<file path="src/rtl/fmul_pipe_if.sv">
// Operand/result handshake bundle for fmul_pipe.
// master drives in_valid/x1/x2/out_ready; slave returns in_ready/out_valid/y/ovf/unf.
interface fmul_pipe_if #(
   parameter int EW = 8,
   parameter int MW = 23
);
   localparam int W = 1 + EW + MW;

   logic         in_valid;
   logic         in_ready;
   logic [W-1:0] x1;
   logic [W-1:0] x2;
   logic         out_valid;
   logic         out_ready;
   logic [W-1:0] y;
   logic         ovf;
   logic         unf;

   modport master (
      output in_valid, x1, x2, out_ready,
      input  in_ready, out_valid, y, ovf, unf
   );

   modport slave (
      input  in_valid, x1, x2, out_ready,
      output in_ready, out_valid, y, ovf, unf
   );
endinterface

</file>
<file path="src/rtl/fmul_pipe.sv">
// 3-stage floating-point multiplier (no subnormals), valid/ready pipeline.
// Ports: clk, rst (async high), bus (fmul_pipe_if.slave: in_valid/in_ready/x1/x2,
// out_valid/out_ready/y/ovf/unf). Macro FMUL_RNE_EN: round-nearest-even, else truncate.
module fmul_pipe #(
   parameter int EW = 8,
   parameter int MW = 23
) (
   input  logic        clk,
   input  logic        rst,
   fmul_pipe_if.slave  bus
);
   localparam int W  = 1 + EW + MW;
   localparam int EX = EW + 2;
   localparam int PF = 2 * MW + 2;
`ifdef FMUL_RNE_EN
   localparam int LO = 0;
`else
   // Truncation never looks below the kept mantissa, so S2 drops those bits.
   localparam int LO = MW;
`endif
   localparam int PW = PF - LO;

   localparam logic [EW-1:0]        EMAX = '1;
   localparam logic signed [EX-1:0] BIAS = EX'(2 ** (EW - 1) - 1);
   localparam logic signed [EX-1:0] EINF = {2'b00, EMAX};

   logic adv;

   // S1: unpack
   logic                 v1_q, v1_d;
   logic                 s1_q, s1_d;
   logic                 z1_q, z1_d;
   logic                 i1_q, i1_d;
   logic signed [EX-1:0] e1_q, e1_d;
   logic [MW:0]          ma1_q, ma1_d;
   logic [MW:0]          mb1_q, mb1_d;

   // S2: significand product
   logic                 v2_q, v2_d;
   logic                 s2_q, s2_d;
   logic                 z2_q, z2_d;
   logic                 i2_q, i2_d;
   logic signed [EX-1:0] e2_q, e2_d;
   logic [PW-1:0]        p2_q, p2_d;

   // S3: packed result
   logic                 v3_q, v3_d;
   logic [W-1:0]         y_q, y_d;
   logic                 ovf_q, ovf_d;
   logic                 unf_q, unf_d;

   logic [EW-1:0]        ea, eb;
   logic                 norm;
   logic [MW-1:0]        mant, mant_r;
   logic signed [EX-1:0] ef;

   assign adv          = !v3_q || bus.out_ready;
   assign bus.in_ready = adv;

   assign ea    = bus.x1[MW +: EW];
   assign eb    = bus.x2[MW +: EW];
   assign v1_d  = bus.in_valid;
   assign s1_d  = bus.x1[W-1] ^ bus.x2[W-1];
   assign z1_d  = (ea == '0) || (eb == '0);
   assign i1_d  = (ea == EMAX) || (eb == EMAX);
   assign e1_d  = signed'({2'b00, ea}) + signed'({2'b00, eb}) - BIAS;
   assign ma1_d = {1'b1, bus.x1[MW-1:0]};
   assign mb1_d = {1'b1, bus.x2[MW-1:0]};

   assign v2_d = v1_q;
   assign s2_d = s1_q;
   assign z2_d = z1_q;
   assign i2_d = i1_q;
   assign e2_d = e1_q;
   assign p2_d = PW'((PF'(ma1_q) * PF'(mb1_q)) >> LO);

   // Product lies in [1,4); the top bit says it reached 2.0.
   assign norm = p2_q[PF-1-LO];
   assign mant = norm ? p2_q[PF-2-LO -: MW]
                      : p2_q[PF-3-LO -: MW];

`ifdef FMUL_RNE_EN
   logic g, st, rup, cy;

   assign g   = norm ? p2_q[MW] : p2_q[MW-1];
   assign st  = norm ? |p2_q[MW-1:0] : |p2_q[MW-2:0];
   assign rup = g && (st || mant[0]);
   // Carry-out leaves mant_r at zero and bumps the exponent.
   assign {cy, mant_r} = {1'b0, mant} + {{MW{1'b0}}, rup};
   assign ef = e2_q + EX'(norm) + EX'(cy);
`else
   assign mant_r = mant;
   assign ef     = e2_q + EX'(norm);
`endif

   assign v3_d = v2_q;

   always_comb begin
      y_d   = {s2_q, {(W-1){1'b0}}};
      ovf_d = 1'b0;
      unf_d = 1'b0;
      if (z2_q) begin
         y_d = {s2_q, {(W-1){1'b0}}};
      end else if (i2_q || ef >= EINF) begin
         y_d   = {s2_q, EMAX, {MW{1'b0}}};
         ovf_d = 1'b1;
      end else if (ef[EX-1] || ef == '0) begin
         unf_d = 1'b1;
      end else begin
         y_d = {s2_q, ef[EW-1:0], mant_r};
      end
   end

   always_ff @(posedge clk or posedge rst) begin
      if (rst) begin
         v1_q  <= 1'b0;
         s1_q  <= 1'b0;
         z1_q  <= 1'b0;
         i1_q  <= 1'b0;
         e1_q  <= '0;
         ma1_q <= '0;
         mb1_q <= '0;
         v2_q  <= 1'b0;
         s2_q  <= 1'b0;
         z2_q  <= 1'b0;
         i2_q  <= 1'b0;
         e2_q  <= '0;
         p2_q  <= '0;
         v3_q  <= 1'b0;
         y_q   <= '0;
         ovf_q <= 1'b0;
         unf_q <= 1'b0;
      end else if (adv) begin
         v1_q  <= v1_d;
         s1_q  <= s1_d;
         z1_q  <= z1_d;
         i1_q  <= i1_d;
         e1_q  <= e1_d;
         ma1_q <= ma1_d;
         mb1_q <= mb1_d;
         v2_q  <= v2_d;
         s2_q  <= s2_d;
         z2_q  <= z2_d;
         i2_q  <= i2_d;
         e2_q  <= e2_d;
         p2_q  <= p2_d;
         v3_q  <= v3_d;
         y_q   <= y_d;
         ovf_q <= ovf_d;
         unf_q <= unf_d;
      end
   end

   assign bus.out_valid = v3_q;
   assign bus.y         = y_q;
   assign bus.ovf       = ovf_q;
   assign bus.unf       = unf_q;
endmodule
</file>
<file path="src/flat_wrapper.sv">
// flat-port wrapper written by rule: the top's interface ports become plain ports
module fmul_pipe_flat 
#(
   parameter int EW = 8,
   parameter int MW = 23
)
  (clk, rst, bus_in_valid, bus_x1, bus_x2, bus_out_ready, bus_in_ready, bus_out_valid, bus_y, bus_ovf, bus_unf);
  fmul_pipe_if #(.EW(EW), .MW(MW)) bus_i ();
  input  logic clk;
  input  logic rst;
  input wire logic [$bits(bus_i.in_valid)-1:0] bus_in_valid;
  input wire logic [$bits(bus_i.x1)-1:0] bus_x1;
  input wire logic [$bits(bus_i.x2)-1:0] bus_x2;
  input wire logic [$bits(bus_i.out_ready)-1:0] bus_out_ready;
  output wire logic [$bits(bus_i.in_ready)-1:0] bus_in_ready;
  output wire logic [$bits(bus_i.out_valid)-1:0] bus_out_valid;
  output wire logic [$bits(bus_i.y)-1:0] bus_y;
  output wire logic [$bits(bus_i.ovf)-1:0] bus_ovf;
  output wire logic [$bits(bus_i.unf)-1:0] bus_unf;
  assign bus_i.in_valid = bus_in_valid;
  assign bus_i.x1 = bus_x1;
  assign bus_i.x2 = bus_x2;
  assign bus_i.out_ready = bus_out_ready;
  assign bus_in_ready = bus_i.in_ready;
  assign bus_out_valid = bus_i.out_valid;
  assign bus_y = bus_i.y;
  assign bus_ovf = bus_i.ovf;
  assign bus_unf = bus_i.unf;
  fmul_pipe #(.EW(EW), .MW(MW)) u_core (.clk(clk), .rst(rst), .bus(bus_i));
endmodule
</file>
<file path="config.mk">
export PLATFORM = sky130hd
export DESIGN_NAME = fmul_pipe_flat
export DESIGN_NICKNAME = d
export VERILOG_FILES = /design/src/rtl/fmul_pipe_if.sv /design/src/rtl/fmul_pipe.sv /design/src/flat_wrapper.sv
export SDC_FILE = /design/constraint.sdc
export NUM_CORES = 2
export LEC_CHECK = 0
export BUFFER_PORTS_ARGS = -buffer_cell sky130_fd_sc_hd__buf_4
export CAP_MARGIN = 10
export CORE_UTILIZATION = 37
export CTS_CLUSTER_DIAMETER = 30
export DETAILED_ROUTE_END_ITERATION = 8
export GPL_TIMING_DRIVEN = 0
export MAX_ROUTING_LAYER = met4
export PLACE_DENSITY_LB_ADDON = 0.25
export SYNTH_ARGS = -nofsm -noshare
export SYNTH_HDL_FRONTEND = slang
export SYNTH_SLANG_ARGS = --single-unit
</file>
<file path="constraint.sdc">
create_clock -name clk -period 9.4 [get_ports clk]
set_clock_uncertainty 0.05 [all_clocks]
set_input_delay 0.47 -clock clk [delete_from_list [all_inputs] [get_ports clk]]
set_output_delay 0.47 -clock clk [all_outputs]
set_load 0.02 [all_outputs]
</file>
==> impl_metrics.ini <==
[cts]
cts-root-buf = clkbuf_16
cts-htree-levels = 4
clock_latency_ns = 0.49
cts-buffers-inserted = 17
cts.path.max_buffers = 2
cts_resized = 0
clk_pin_slew_ns = 0.08
cts_tree = built
cts_sinks = 135
cts_setup_buffers = 0
holdBufCountCts = 0

[synthesis]
synth-edff-count = 0
synth.most_common_cell = inv_1
synth_common_cells = 562 x inv_1, 531 x nand2_1, 482 x fa_1
ys_warn_count = 0
syn_inst = 2718
synthDistinctLibCells = 71
synth.area.top_cells = fa_1 40%, dfrtp_1 14%, ha_1 9.3%
synthDominantCellAreaShare_pct = 39.5
synthArstFlopShare_pct = 100
ys_seq_elements = 135
ys_seq_area_share_pct = 13.8
synth_ff_type = dfrtp_1
synth_nets = 3449
synth_top_area_cell = fa_1
avgSynthCellArea_um2 = 8.99
synth_area_um2 = 24400

[routing]
drc_errors = 0
final_antenna_net_count = 0
wl_per_cell_um = 21.8
dr.pass1.iters = 5
wl_um = 81000
dr.first_iter.drc_count = 1541
vias_per_cell = 5.14
route.vias.total = 19100

[global_routing]
grt_use_total_pct = 26.0
gr-total-overflow = 0
grt_pass1_wl_um = 124000
antenna_found_initial = 3
grt_pass1_vias = 20300
grt_max_degree = 73

[floorplan]
boundaryPins = 104
num_rows = 93
initial_core_util_pct = 37.7
die_y_um = 259
die_w_um = 259
die_area_um2 = 67100
coreArea_um2 = 64800

[run_status]
status = complete, no violations

[layout]
multi_input_area_um2 = 18400
drive_above_1_share_pct = 5.89
fin_nets = 3572
area.sequential_um2 = 3380
area_growth_pct = 10.1
fill_cells = 6524

[sta]
setup_viol = 0
fin_crit_sh_pct = 89.5
hold_viol = 0
drv_slew = 0
slew_headroom_pct = 27.3
rsz0062_at_grt = false
max_freq_mhz = 119
finalSetupTns_ns = 0
tightest_slew_ns = 1.09
fin_crit_ns = 8.41

[critical_path]
crit_fanout = 10
arrival_ns = 8.76
endpoint_kind = flip-flop
startpoint = u_core.ma1_q[15]
r2r-start = u_core.ma1_q[15]
critical_path_class = flip-flop to flip-flop
worstPathRequired_ns = 9.75
reg2reg_depth = 25
cp-start-kind = flip-flop

[placement]
gp_congestion = 0.984
dp.final_hpwl_um = 65500
portBuffers = 103

[min_path]
hold_path_class = input port to asynchronous set/reset pin

[run]
maxCapViolations = 0
[layout make-up]
| class | count | area share (%) |
|---|---|---|
| sequential | 135 | 12.6 |
| multi-input combinational | 1882 | 68.3 |
| antenna | 1 | 0.00930 |
| tap | 855 | 3.98 |
| timing repair buffer | 104 | 2.98 |
| clock buffer | 18 | 1.63 |
| inverter | 562 | 7.86 |
| buffer | 139 | 2.07 |
| clock inverter | 14 | 0.572 |
[state kept, by name, indices dropped and copies added, names as in the netlist, 10 cells and up]
name          count
u_core.p2_q      25
u_core.ma1_q     23
u_core.e1_q      10
u_core.bus.y     32
u_core.mb1_q     24
u_core.e2_q      10
[per-stage QoR]
stage | setup WS [ns] | hold WS, ns | std cells | instance area, um2 | utilization [%]
2_1_floorplan | 2.69 | 0.380 | 2718 | 24400 | -
3_3_place_gp | 1.15 | 0.390 | 3676 | 26300 | 40.5
3_5_place_dp | 1.06 | 0.407 | 3677 | 26300 | 40.6
4_1_cts | 1.03 | 0.0422 | 3709 | 26900 | 41.5
5_1_grt | 0.642 | 0.0747 | 3709 | 26900 | 41.5
6_report | 0.990 | 0.0286 | 3710 | 26900 | 41.5
[critical path: stages, from the launching register on]
cell and delay (ns):
dfrtp_1 0.62, clkbuf_1 0.84, and2_1 0.26, fa_1 0.45, fa_1 0.56, inv_1 0.06, fa_1 0.53, inv_1 0.05
fa_1 0.51, inv_1 0.06, fa_1 0.54, inv_1 0.06, fa_1 0.48, inv_1 0.06, fa_1 0.50, inv_1 0.05
ha_1 0.34, nand3_2 0.14, nor3_2 0.22, o311ai_1 0.17, o211ai_2 0.25, nand3_4 0.20, o31ai_4 0.52, a31oi_4 0.19
o311a_1 0.39, nor3_1 0.19
[final timing paths]
kind,endpoint,slack [ns]
max,u_core.p2_q[24],0.99
min,u_core.bus.y[30],0.03
max reg2reg,u_core.p2_q[24],0.99
min reg2reg,u_core.e1_q[1],0.42
max in group asynchronous,u_core.bus.out_valid,8.48
min in group clk,u_core.ma1_q[13],0.12
[cells by family after synthesis]
| group | Yosys count | share of synthesized area [%] |
|---|---|---|
| AOI/OAI and AO/OA | 197 | 5.14 |
| adders and majority gates | 663 | 48.8 |
| muxes | 24 | 0.989 |
| DFF | 135 | 13.8 |
| and+or+nand+nor | 952 | 18.7 |
| xor gates and xnor gates | 46 | 1.65 |
| buffers and inverters | 701 | 10.9 |
[cells in the final DEF (no fill, tap or decap), types with 4 or more instances in the layout]
cell,netlist,layout
a31oi_1,11,11
nand2b_1,5,5
inv_1,562,561
and2_1,293,293
nor2_1,37,37
dfrtp_1,135,135
inv_8,0,4
o21ai_0,33,33
buf_1,4,4
clkbuf_16,0,17
xnor2_1,28,28
nor2b_1,6,6
inv_6,0,6
fa_1,482,482
a21oi_1,59,59
a21o_1,16,16
nor3_2,4,4
buf_4,0,103
nand2_1,531,531
o21bai_1,7,7
nor3_1,7,7
a221o_1,7,7
mux2i_1,23,23
buf_2,5,5
o21ai_1,28,28
and3_1,10,10
xor2_1,18,18
nand4_1,9,9
nor4_1,7,7
ha_1,181,181
nand3_1,17,17
clkbuf_1,126,126
[layer usage]
metal  vias up  GRT usage [%]  part of all wire [%]  wire length [um]
li1       8335              -                     -                 -
met1      9745           31.9                    39             31800
met2       806           41.4                    48             38700
met3       182           5.13                   8.0              6510
met4         0           11.6                   5.0              4030
met5         -              -                     0                 0
Power is not shown: default switching activity piles up to over one toggle a cycle in this logic, so the estimate is an artifact.
